===== src/rtl/pipe_scroll_if.sv =====
// Control/status bundle between the game-flow sequencer and its host logic.
// master drives the player inputs; slave is the sequencer side.
interface pipe_scroll_if #(
    parameter int OFS_BITS = 5
);
    logic                start;
    logic                collision;
    logic                pause;
    logic [1:0]          state;
    logic                pipes_en;
    logic                shift;
    logic [OFS_BITS-1:0] scroll_ofs;
    logic [7:0]          score;
    logic [1:0]          speed_level;
    logic                rng_rst;

    modport master (
        output start, collision, pause,
        input  state, pipes_en, shift, scroll_ofs, score, speed_level, rng_rst
    );

    modport slave (
        input  start, collision, pause,
        output state, pipes_en, shift, scroll_ofs, score, speed_level, rng_rst
    );
endinterface


===== src/rtl/pipe_scroll_ctrl.sv =====
// Pipe-field game sequencer: scroll tick prescaler, IDLE/COUNTDOWN/RUN/OVER flow,
// slot offset/shift strobe, score and speed level. Optional macro PIPE_SCROLL_RESEED_EN.
module pipe_scroll_ctrl #(
    parameter int TICK_DIV        = 50000,
    parameter int OFS_BITS        = 5,
    parameter int SPEED_STEP      = 8,
    parameter int MAX_LEVEL       = 3,
    parameter int COUNTDOWN_TICKS = 150
) (
    input  logic         clk,
    input  logic         rst,
    pipe_scroll_if.slave bus
);
    localparam int PW = (TICK_DIV > 2) ? $clog2(TICK_DIV) : 1;
    localparam int CW = $clog2(COUNTDOWN_TICKS + 1);
    localparam int SW = OFS_BITS + 1;

    typedef enum logic [1:0] {
        S_IDLE = 2'd0,
        S_CD   = 2'd1,
        S_RUN  = 2'd2,
        S_OVER = 2'd3
    } state_e;

    state_e              state_q, state_d;
    logic [PW-1:0]       presc_q, presc_d;
    logic [CW-1:0]       cd_q, cd_d;
    logic [OFS_BITS-1:0] ofs_q, ofs_d;
    logic [7:0]          score_q, score_d;
    logic [1:0]          lvl_q, lvl_d;
    logic                shift_q, shift_d;

    logic                run_en;
    logic                tick;
    logic [SW-1:0]       sum;
    logic [8:0]          score_inc;
    logic [8:0]          lvl_full;

    always_ff @(posedge clk) begin
        if (rst) begin
            state_q <= S_IDLE;
            presc_q <= '0;
            cd_q    <= '0;
            ofs_q   <= '0;
            score_q <= '0;
            lvl_q   <= '0;
            shift_q <= 1'b0;
        end else begin
            state_q <= state_d;
            presc_q <= presc_d;
            cd_q    <= cd_d;
            ofs_q   <= ofs_d;
            score_q <= score_d;
            lvl_q   <= lvl_d;
            shift_q <= shift_d;
        end
    end

    // Score+1 is kept at 9 bits so the level keeps saturating once score pins at 255.
    always_comb begin
        state_d   = state_q;
        presc_d   = presc_q;
        cd_d      = cd_q;
        ofs_d     = ofs_q;
        score_d   = score_q;
        lvl_d     = lvl_q;
        shift_d   = 1'b0;

        run_en    = (state_q == S_CD) || ((state_q == S_RUN) && !bus.pause);
        tick      = run_en && (presc_q == PW'(TICK_DIV - 1));
        sum       = SW'(ofs_q) + SW'(lvl_q) + SW'(1);
        score_inc = {1'b0, score_q} + 9'd1;
        lvl_full  = score_inc / 9'(SPEED_STEP);

        if (run_en) begin
            presc_d = tick ? '0 : PW'(presc_q + 1'b1);
        end

        case (state_q)
            S_IDLE: begin
                presc_d = '0;
                cd_d    = '0;
                ofs_d   = '0;
                score_d = '0;
                lvl_d   = '0;
                if (bus.start) begin
                    state_d = S_CD;
                end
            end
            S_CD: begin
                ofs_d = '0;
                if (tick) begin
                    if (cd_q == CW'(COUNTDOWN_TICKS - 1)) begin
                        state_d = S_RUN;
                        cd_d    = '0;
                    end else begin
                        cd_d = CW'(cd_q + 1'b1);
                    end
                end
            end
            S_RUN: begin
                if (bus.collision) begin
                    // Collision beats a same-cycle carry: nothing advances.
                    state_d = S_OVER;
                    presc_d = presc_q;
                end else if (tick) begin
                    ofs_d = sum[OFS_BITS-1:0];
                    if (sum[OFS_BITS]) begin
                        shift_d = 1'b1;
                        score_d = score_inc[8] ? 8'd255 : score_inc[7:0];
                        lvl_d   = (lvl_full > 9'(MAX_LEVEL)) ? 2'(MAX_LEVEL) : lvl_full[1:0];
                    end
                end
            end
            S_OVER: begin
                if (bus.start) begin
                    state_d = S_IDLE;
                    presc_d = '0;
                    cd_d    = '0;
                    ofs_d   = '0;
                    score_d = '0;
                    lvl_d   = '0;
                end
            end
            default: state_d = S_IDLE;
        endcase
    end

`ifdef PIPE_SCROLL_RESEED_EN
    logic rng_q;

    // High during the first COUNTDOWN cycle of every game.
    always_ff @(posedge clk) begin
        if (rst) begin
            rng_q <= 1'b0;
        end else begin
            rng_q <= (state_q == S_IDLE) && bus.start;
        end
    end

    assign bus.rng_rst = rng_q;
`else
    assign bus.rng_rst = 1'b0;
`endif

    assign bus.state       = state_q;
    assign bus.pipes_en    = (state_q == S_RUN);
    assign bus.shift       = shift_q;
    assign bus.scroll_ofs  = ofs_q;
    assign bus.score       = score_q;
    assign bus.speed_level = lvl_q;

endmodule


===== src/flat_wrapper.sv =====
// flat-port wrapper written by rule: the top's interface ports become plain ports
module pipe_scroll_ctrl_flat 
#(
    parameter int TICK_DIV        = 50000,
    parameter int OFS_BITS        = 5,
    parameter int SPEED_STEP      = 8,
    parameter int MAX_LEVEL       = 3,
    parameter int COUNTDOWN_TICKS = 150
)
  (clk, rst, bus_start, bus_collision, bus_pause, bus_state, bus_pipes_en, bus_shift, bus_scroll_ofs, bus_score, bus_speed_level, bus_rng_rst);
  pipe_scroll_if #(.OFS_BITS(OFS_BITS)) bus_i ();
  input  logic clk;
  input  logic rst;
  input wire logic [$bits(bus_i.start)-1:0] bus_start;
  input wire logic [$bits(bus_i.collision)-1:0] bus_collision;
  input wire logic [$bits(bus_i.pause)-1:0] bus_pause;
  output wire logic [$bits(bus_i.state)-1:0] bus_state;
  output wire logic [$bits(bus_i.pipes_en)-1:0] bus_pipes_en;
  output wire logic [$bits(bus_i.shift)-1:0] bus_shift;
  output wire logic [$bits(bus_i.scroll_ofs)-1:0] bus_scroll_ofs;
  output wire logic [$bits(bus_i.score)-1:0] bus_score;
  output wire logic [$bits(bus_i.speed_level)-1:0] bus_speed_level;
  output wire logic [$bits(bus_i.rng_rst)-1:0] bus_rng_rst;
  assign bus_i.start = bus_start;
  assign bus_i.collision = bus_collision;
  assign bus_i.pause = bus_pause;
  assign bus_state = bus_i.state;
  assign bus_pipes_en = bus_i.pipes_en;
  assign bus_shift = bus_i.shift;
  assign bus_scroll_ofs = bus_i.scroll_ofs;
  assign bus_score = bus_i.score;
  assign bus_speed_level = bus_i.speed_level;
  assign bus_rng_rst = bus_i.rng_rst;
  pipe_scroll_ctrl #(.TICK_DIV(TICK_DIV), .OFS_BITS(OFS_BITS), .SPEED_STEP(SPEED_STEP), .MAX_LEVEL(MAX_LEVEL), .COUNTDOWN_TICKS(COUNTDOWN_TICKS)) u_core (.clk(clk), .rst(rst), .bus(bus_i));
endmodule

===== config.mk =====
export PLATFORM = sky130hd
export DESIGN_NAME = pipe_scroll_ctrl_flat
export DESIGN_NICKNAME = d
export VERILOG_FILES = /design/src/rtl/pipe_scroll_if.sv /design/src/rtl/pipe_scroll_ctrl.sv /design/src/flat_wrapper.sv
export SDC_FILE = /design/constraint.sdc
export NUM_CORES = 1
export LEC_CHECK = 0
export ABC_AREA = 1
export BUFFER_PORTS_ARGS = -buffer_cell sky130_fd_sc_hd__buf_2
export CORE_ASPECT_RATIO = 0.5
export CORE_MARGIN = 2
export CORE_UTILIZATION = 50
export DETAILED_ROUTE_END_ITERATION = 12
export PLACE_DENSITY = 0.78
export SKIP_CTS_REPAIR_TIMING = 1
export SLEW_MARGIN = 0
export SYNTH_ARGS = -nofsm -noshare
export SYNTH_HDL_FRONTEND = slang
export SYNTH_SLANG_ARGS = --single-unit

===== constraint.sdc =====
create_clock -name clk -period 1.8 [get_ports clk]
set_input_delay 0.36 -clock clk [delete_from_list [all_inputs] [get_ports clk]]
set_output_delay 0.36 -clock clk [all_outputs]
set_load 0.005 [all_outputs]

### After elaboration in Yosys (flattened, before gate mapping)

Index checks and enable logic that the tools add are counted.

* register bits: 42
* input bits: 5
* output and inout bits: 20
* logic and storage cells: 71

* add/sub/neg operators: 5
* magnitude comparators: 1
* equal/unequal tests: 13
* multiplexer cells: 30
* bitwise operators: 2
* reductions and logical operators: 13

Operator list (count)
* $mux W16: 4
* $mux W8: 7
* $pmux W16 S3: 1
* $pmux W8 S3: 2
* $mux W2: 9
* $add A16 B1 Y16 const B: 1
* $eq A16 B16 Y1 const B: 1
* $mux W5: 3
* $pmux W5 S3: 1
* $ne A2 B2 Y1 const B: 5
* $reduce_and A5 Y1: 2
* $add A8 B1 Y9 const B: 1
* $add A8 B1 Y8 const B: 1
* $eq A8 B8 Y1 const B: 1
* $pmux W2 S4: 1
* $add A5 B2 Y6: 1
* $add A6 B1 Y6 const B: 1
* $gt A6 B2 Y1 const B: 1
* $ne A2 B1 Y1 const B: 3
* $pmux W2 S3: 1
* $reduce_and A3 Y1: 2
* $reduce_bool A3 Y1: 2
* $eq A2 B2 Y1 const B: 2
* $reduce_or A4 Y1: 1
* 8 further kinds: 10

### Logic depth before layout (Yosys ltp)

Gate-level depths: netlist (run 1).

* depth in word-level cells: 8
* mapped depth: 13
* mapped depth without buffers: 12

### Worst setup path before layout (run 1)

No wires, ideal clock.

* path kind: flip-flop to flip-flop
* start point: reg u_core.state_q[0], in the netlist u_core.bus.state[0]
* end point: reg u_core.presc_q[5]
* library setup time: 117 ps
* data arrival time: 1648 ps
* data required time: 1683 ps
* slack: 36 ps
* stages on the path, launching flop included: 10
* path buffers: 0
* cell sequence: dfxtp_1 inv_1 ha_1 nand2_1 inv_1 nor2_4 nand2_1 nor2_1 xor2_1 nor2_1

* cells in the longest elaborated chain, start to end: 8

Ends and longest elaborated chain
* start, declared: RTL line pipe_scroll_ctrl.sv:25 `state_e state_q, state_d;`
* start signal, assigned: RTL line pipe_scroll_ctrl.sv:49 `state_q <= state_d;`
* $eq A2 B2 Y1 (*)
* via bus_pipes_en: RTL line flat_wrapper.sv:18 `output wire logic [$bits(bus_i.pipes_en)-1:0] bus_pipes_en;`
* $logic_and A1 B1 Y1: RTL line pipe_scroll_ctrl.sv:69 `run_en = (state_q == S_CD) || ((state_q == S_RUN) && !bus.pause);`
* $logic_or A1 B1 Y1: RTL line pipe_scroll_ctrl.sv:69
* $logic_and A1 B1 Y1: RTL line pipe_scroll_ctrl.sv:70 `tick = run_en && (presc_q == PW'(TICK_DIV - 1));`
* $mux W16: RTL line pipe_scroll_ctrl.sv:76 `presc_d = tick ? '0 : PW'(presc_q + 1'b1);`
* $mux W16: RTL line pipe_scroll_ctrl.sv:75 `if (run_en) begin`
* $mux W16 (on tied branches): RTL line pipe_scroll_ctrl.sv:116, pipe_scroll_ctrl.sv:102
* $pmux W16 S3: RTL line pipe_scroll_ctrl.sv:79 `case (state_q)`
* end signal, assigned: RTL line pipe_scroll_ctrl.sv:50 `presc_q <= presc_d;`
* end, declared: RTL line pipe_scroll_ctrl.sv:26 `logic [PW-1:0] presc_q, presc_d;`

The timed path passes the listed nets; every way through them passes the cells marked *. The select of a mux whose other input is x is not followed.
A chain may end at the register's enable or synchronous reset.

### Worst setup path after layout (run 1)

* start point: reg u_core.presc_q[0]
* end point: reg u_core.lvl_q[1], in the netlist u_core.bus.speed_level[1]

* cells in the longest elaborated chain, start to end: 4

Ends and longest elaborated chain
* $eq A16 B16 Y1: RTL line pipe_scroll_ctrl.sv:70
* $logic_and A1 B1 Y1: RTL line pipe_scroll_ctrl.sv:70
* $ne A2 B1 Y1 (no source line)
* $reduce_and A5 Y1 (no source line)
* end signal, assigned: RTL line pipe_scroll_ctrl.sv:54 `lvl_q <= lvl_d;`
* end, declared: RTL line pipe_scroll_ctrl.sv:30 `logic [1:0] lvl_q, lvl_d;`

No other way between the ends.

==> reports/summary.md, run 1 <==
The run finished with clean final reports. In this run the vertical extent of the chip is 54.38 um. In this run, distinct cell masters in the synthesized netlist total 33. The proportion of synthesized flip-flops having asynchronous set or reset works out to 0.

The final global-route overflow total was 0. Counting the fill cells in the layout gives 488. The largest total area in the synthesized netlist belongs to dfxtp_1. Setup repair after global routing could not meet its margin everywhere.

The average vias per placed instance is 4.921. At the end of the flow, the number of nets in the layout was 439. The die span in x works out to 104.7 um. Yosys attributes the largest share of cell area to dfxtp_1, nand2_1, nor2_1. The post-synthesis to final-layout area growth is 18.20%, and the routability congestion estimate from global placement is 0.8741. The mean routed wirelength per cell is 11.23 um. The tree is rooted in a clkbuf_8. The first-pass GRT wire length was 9183 um. The slack of the critical path was 119.3 ps. The worst-case hold path end point is u_core.bus.shift$_SDFF_PP0_.

The cell count after synthesis is 379. TritonCTS built the clock tree. The region available for standard cell placement spans 4910 sq um. The tools report the pre-CTS worst setup slack as 25.11 ps.

The area of the die is 5696 sq um, and the number of top-level pins is 25. The run gives 0 as the number of maximum-capacitance constraint violations. At the worst endpoint, the required time is 2030 ps. The post-synthesis net count came out at 395. The ratio of cells with drive above 1 in the final layout is 0.1863, and the H-tree level count is 2. The count of flip-flops with a built-in enable after synthesis is 0, and the area share of the largest cell type after synthesis is 0.3314. The floorplan row count is 18. Clock buffer count from CTS: 5. For the maximum operating frequency, the log shows 595.0 MHz.

The number of flip-flops and latches in the synthesized netlist was 42; the post-route clock period utilization was 0.9337. Summed over all nets, the half-perimeter wirelength after detailed placement is 4002 um. The critical path buffer and inverter count is 2. The synthesized netlist occupies a cell area of 2537 sq um. Most instantiated library cell after synthesis: nand2_1. The run gives 0 ps as the sum of negative setup slack.

In this run the tool buffered the top-level ports with 23 buffer cells. Setup violations remaining at the end of the flow were counted as 0. For this design the static power due to leakage is 1.262 nW.

The worst setup path is captured at a flip-flop. The number of global-route vias before repair is 2136, and the number of routed nets with antenna violations is 0. Along the worst path, the maximum fanout reaches 5. Walking the worst path, the cells encountered are ha_1 > nand2_1 > nor2_1 > nand2_1 > nor2_1 > nand4_1 > buf_4 > clkinvlp_4 > nand2_1 > a21oi_1. The tightest min-delay check is of the in -> reg type.

Dividing total power by cell area gives a power density of 930.0 nW/um^2. The kind of critical path was reg -> reg. Number of synthesis warnings: 0. In the synthesized netlist the dominant register cell turns out to be dfxtp_1. In this run the most critical hold path is launched from bus_collision. The largest individual stage delay along the critical path comes from the cell dfxtp_1.

The tools report the all-layer global routing usage as 0.2028. Among cell families on the critical path, the largest total delay comes from simple AND/OR/NAND/NOR gates. The clock-pin slew on the worst setup and hold paths was 80 ps.

Cell type with the highest occurrence count on the critical path: nand2_1. The delay of the slowest critical-path stage is 370 ps, and the largest net degree at the start of global routing is 24. The final-report hold violation count came out at 0.

The worst hold path passes through 3 cells. In this run the critical register-to-register path is launched from u_core.presc_q[0]$_SDFFE_PP0N_. Before antenna repair, the detailed router went through 4 iterations. The logs give 0 for the initial antenna violation count and 0.3314 for the portion of the post-synthesis area used by sequential elements. Dividing the synthesized area by the synthesized cell count gives 6.695 sq um.

The startpoint class of the critical path is a flip-flop. The first routing iteration left 170 violations. The detailed router placed 2431 vias in this run. The tools report the number of design rule violations left after detail routing as 0. For the worst-skew pair, the clock arrives at the later sink with an insertion delay of 300 ps.

The sink count of the clock tree is 42, and the register-to-register setup slack is 120 ps. On the final layout, the worst clock skew is 4.116 ps. For this block, the routed nets add up to 5550 um of wire.

The max-slew violation count was 0; the total stage count of the critical path was 10. Across the VDD grid, the largest voltage drop is 0.4300 mV. The repair_antennas step left the layout with diodes totalling 0. Initial standard-cell utilization of the core: 0.5168.

The number of cells on the worst reg-to-reg path is 10. STA puts the critical path data arrival time at 1920 ps. Counting along the longest clock path gives a buffer depth of 2. The worst path in the final design needs a cycle of 1681 ps, including I/O delays and setup.

The tools report the terminus of the critical flop-to-flop path as u_core.bus.speed_level[1]$_SDFFE_PP0P_. In the synthesized netlist, the cells that appear most often are nand2_1, nor2_1, inv_1.
-- worst min-delay path, delay by kind of cell --
kind,cells,cell delay [ps]
simple gates,2,170
buf+inv,1,100
-- cells in the final DEF (no fill, tap or decap), types with 6 or more instances in the layout --
master    netlist  layout
nor3_1         13      10
dfxtp_1        42      39
clkbuf_8        0       6
inv_1          46      44
buf_4           1      17
nand2_1        97      96
nand3_1        30      30
ha_1           10       9
nor2_1         52      51
buf_2           0      23
xor2_1         16      16
o21ai_0         7       6
a21oi_1        23      21
nand4_1         7       7
-- cell type report --
| class | instances | area [sq um] | share of cell area |
|---|---|---|---|
| clock buffer | 7 | 86.33 | 0.02879 |
| clock inverter | 1 | 5.005 | 0.001669 |
| inverter | 51 | 195.2 | 0.06508 |
| multi-input combinational | 282 | 1530 | 0.5102 |
| sequential | 42 | 844.6 | 0.2816 |
| tap | 70 | 87.58 | 0.02920 |
| timing repair buffer | 40 | 242.7 | 0.08093 |
| timing repair inverter | 1 | 7.507 | 0.002503 |
-- registers in the layout (all words and copies together) (netlist names) --
name,cells
u_core.bus.score,8
u_core.bus.scroll_ofs,5
u_core.bus.shift,1
u_core.bus.speed_level,2
u_core.bus.state,2
u_core.cd_q,8
u_core.presc_q,16
-- logic make-up after synthesis --
family	share of synthesized area
compound gates	0.07594
xor+xnor	0.05868
fa+ha+maj	0.05720
buf+inv	0.09024
flops	0.3314
other cells	0.001478
simple gates	0.3851
-- power breakdown --
part	leakage, nW	switching (mW)	total, mW	internal, mW
clock network	0.0482	0.321	0.630	0.310
logic	0.874	0.709	1.11	0.404
registers	0.340	0.0570	1.05	0.989
total	1.26	1.09	2.79	1.70
-- per-stage QoR --
step           total power, mW  area (sq um)  hold slack [ps]  std cells  utilization
2_1_floorplan            1.790          2537            429.1        379            -
3_3_place_gp             2.058          2823            468.6        483       0.5749
3_5_place_dp             2.082          2823            481.2        483       0.5749
4_1_cts                  2.711          2914            374.6        491       0.5935
5_1_grt                  2.985          2999            389.9        494       0.6109
6_report                 2.789          2999            378.5        494       0.6109
-- worst max-delay path by stage --
| stage | start | to | slack, ps |
|---|---|---|---|
| 6_report | u_core.presc_q[0]$_SDFFE_PP0N_ | u_core.bus.speed_level[1]$_SDFFE_PP0P_ | 120 |
| 2_1_floorplan | u_core.bus.state[0]$_SDFFE_PP0P_ | u_core.presc_q[5]$_SDFFE_PP0N_ | 40 |
| 5_1_grt | u_core.bus.state[0]$_SDFFE_PP0P_ | u_core.bus.speed_level[1]$_SDFFE_PP0P_ | -20 |
| 3_3_place_gp | u_core.bus.state[0]$_SDFFE_PP0P_ | u_core.bus.score[1]$_SDFFE_PP0P_ | 100 |
| 4_1_cts | u_core.bus.state[0]$_SDFFE_PP0P_ | u_core.presc_q[10]$_SDFFE_PP0N_ | 3 |
| 3_5_place_dp | u_core.bus.state[0]$_SDFFE_PP0P_ | u_core.presc_q[10]$_SDFFE_PP0N_ | 30 |
-- routing by layer --
metal,GRT usage,vias up,wire length (um)
met5,0,-,0
met1,0.2682,1107,2817
met2,0.3333,31,2495
li1,-,1288,-
met4,0.07556,0,63
met3,0.04524,5,174
No activity file was read; power rests on OpenSTA's default activity.
==> inputs of run 2 (changes only) <==
- clock period: 1.8 -> 1.4 ns (I/O delays scaled with it)
==> reports/summary.md, run 2 (synthesized netlist as in run 1, its figures left out) <==
The overall die height works out to 54.38 um (unchanged). The logs give 42 (unchanged) for the sink count of the clock tree and 0 (unchanged) for the number of routed nets with antenna violations. Power density over cell area: 1224 nW/um^2 (+32%). The startpoint class of the critical path was a flip-flop. Setup repair after global routing could not meet its margin everywhere.

The clock-pin slew on the worst setup and hold paths was 90 ps (about the same); the number of optimization iterations in the first detailed-route pass was 7 (+3). The run gives 1610 ps (-420 ps) as the required time at the endpoint of the critical path. The area of the die came out at 5696 sq um (unchanged). Clock latency reported for the late side of the worst-skew pair: 310 ps (about the same). The path class of the tightest hold or removal check is in -> reg. The number of global-route vias before repair is 2329 (+9.0%), and the H-tree level count is 2 (unchanged). For the arrival time of the worst setup path, the log shows 1930 ps (about the same). Routability congestion estimate from global placement: 0.8352 (-4.5%). The post-route clock period utilization is 1.235 (+0.3013), and the first-iteration detailed-routing DRC count is 159 (-6.5%).

The run gives 0.5854 mV (+36%) as the highest ir drop seen on vdd. The post-synthesis to final-layout area growth came out at 43.34%. The tools report the total leakage power as 1.547 nW (+23%). The run finished, with violations left. The die span in x was 104.7 um (unchanged).

The post-layout net count is 483 (+10%), and the sum of negative setup slack is -10730 ps (-10730 ps). The critical path buffer and inverter count is 2 (unchanged), and the final-report hold violation count is 0 (unchanged). The final critical path time including I/O delays and setup works out to 1729 ps (+48.33 ps). The kind of cell with the highest combined delay along the critical path is simple AND/OR/NAND/NOR gates.

The critical path goes through inv_4 > ha_4 > inv_4 > o21ai_4 > nand3_2 > nor2_4 > nand2_2 > nand2_4 > o21ai_1 > o21ai_1 > nor2_1. On the critical path, the stage with the largest delay is an instance of dfxtp_4. The max-slew violation count is 0 (unchanged). The average vias per placed instance works out to 5.212 (+5.9%). The kind of critical path was reg -> reg. The maximum buffer depth of the clock tree is 2 (unchanged). The tools report the floorplan row count as 18 (unchanged). The clock buffer count from CTS was 5 (unchanged); the mean routed wirelength per cell was 13.84 um (+23%). More flip-flops sit in one register than any other, and that register is u_core.presc_q. Worst clock skew on the final layout: 7.831 ps (+3.715 ps).

The post-route standard cell area excluding fillers is 3637 sq um (+21%). The maximum fanout encountered on the critical timing path was 5 (unchanged). Clock tree synthesis selected as its root buffer the cell clkbuf_8.

All-layer global routing usage: 0.2238 (+0.02105). The run gives 4910 sq um (unchanged) as the area of the core region. The most common library cell in the layout ignoring fill and taps was nand2_1.

The flip-flop count of the largest register after layout is 16 (unchanged). The logs give 0 (unchanged) for the number of maximum-capacitance constraint violations and 43 (+43) for the count of final setup violators. The logs give 0 (unchanged) for the initial antenna violation count and 2804 (+15%) for the total vias in the final route. The delay of the slowest critical-path stage was 370 ps (about the same). The library cells used most frequently in the layout, excluding fill and tap cells, are nand2_1, buf_4, inv_1. The first-pass GRT wire length came out at 10220 um (+11%). The placed wire-length estimate is 4616 um (+15%).

The worst setup path is captured at a flip-flop. The total of buffers placed on input and output ports is 23 (unchanged). The number of design rule violations left after detail routing is 0 (unchanged). The checks that failed: setup timing. The logs give 0 (unchanged) for the final global-route overflow total and 7446 um (+34%) for the aggregate routed wire length. The initial standard-cell utilization of the core came out at 0.5168 (unchanged). The ratio of cells with drive above 1 in the final layout is 0.3611 (+0.1748), and the maximum operating frequency is 578.3 MHz (-2.8%). The logs give 0 (unchanged) for the number of diodes added for antenna fixing and 24 (unchanged) for the largest net degree at the start of global routing. TritonCTS built the clock tree. The tools report the slack of the critical path as -329.1 ps (-448.3 ps).

Number of top-level pins: 25 (unchanged). The pre-CTS worst setup slack was -230.2 ps (-255.3 ps); the area of placed instances was 3153 sq um (+12%).
==> run 2: final timing paths <==
kind,start,end,slack (ps),cells past startpoint
min,bus_collision,u_core.bus.shift$_SDFF_PP0_,320,3
max,u_core.bus.state[0]$_SDFFE_PP0P_,u_core.bus.scroll_ofs[0]$_SDFFE_PP0P_,-330,11
max reg2reg,u_core.bus.state[0]$_SDFFE_PP0P_,u_core.bus.scroll_ofs[0]$_SDFFE_PP0P_,-330,11
min reg2reg,u_core.cd_q[6]$_SDFFE_PP0P_,u_core.cd_q[6]$_SDFFE_PP0P_,500,2
==> run 2: layer usage <==
metal / GRT usage / wire length (um) / share of wire
met1: 0.2732 / 3120 / 0.42
met2: 0.4145 / 3767 / 0.51
met3: 0.04405 / 377 / 0.051
met4: 0.07111 / 181 / 0.024
met5: 0 / 0 / 0
==> run 2: final cells by class <==
| cell class | count | area, sq um |
|---|---|---|
| multi-input cells | 284 | 1787 |
| fillers | 346 | 1272 |
| flip-flops and latches | 42 | 849.6 |
| repair buffers | 82 | 600.6 |
| inverters | 51 | 210.2 |
| well taps | 70 | 87.58 |
| clock buffers | 6 | 82.58 |
| clock inverters | 2 | 12.51 |
| repair inverters | 1 | 7.507 |
==> run 2: through the flow <==
stage | util | total power [mW] | cells | hold WS [ps]
floorplan | - | 2.403 | 379 | 349.1
CTS | 0.6616 | 3.717 | 526 | 306.5
finish | 0.7408 | 4.451 | 538 | 324.0
detailed placement | 0.6422 | 2.906 | 518 | 491.6
global route | 0.7408 | 4.681 | 538 | 310.3
global placement | 0.6422 | 2.842 | 518 | 471.1
==> run 2: where the power goes <==
group	internal, mW	switching (mW)
Combinational	0.912	1.33
Clock	0.397	0.453
Sequential	1.28	0.0760
==> run 2: worst min-delay path: stages <==
cell and delay, ps:
buf_2 130, or2_2 130, nor4_1 50
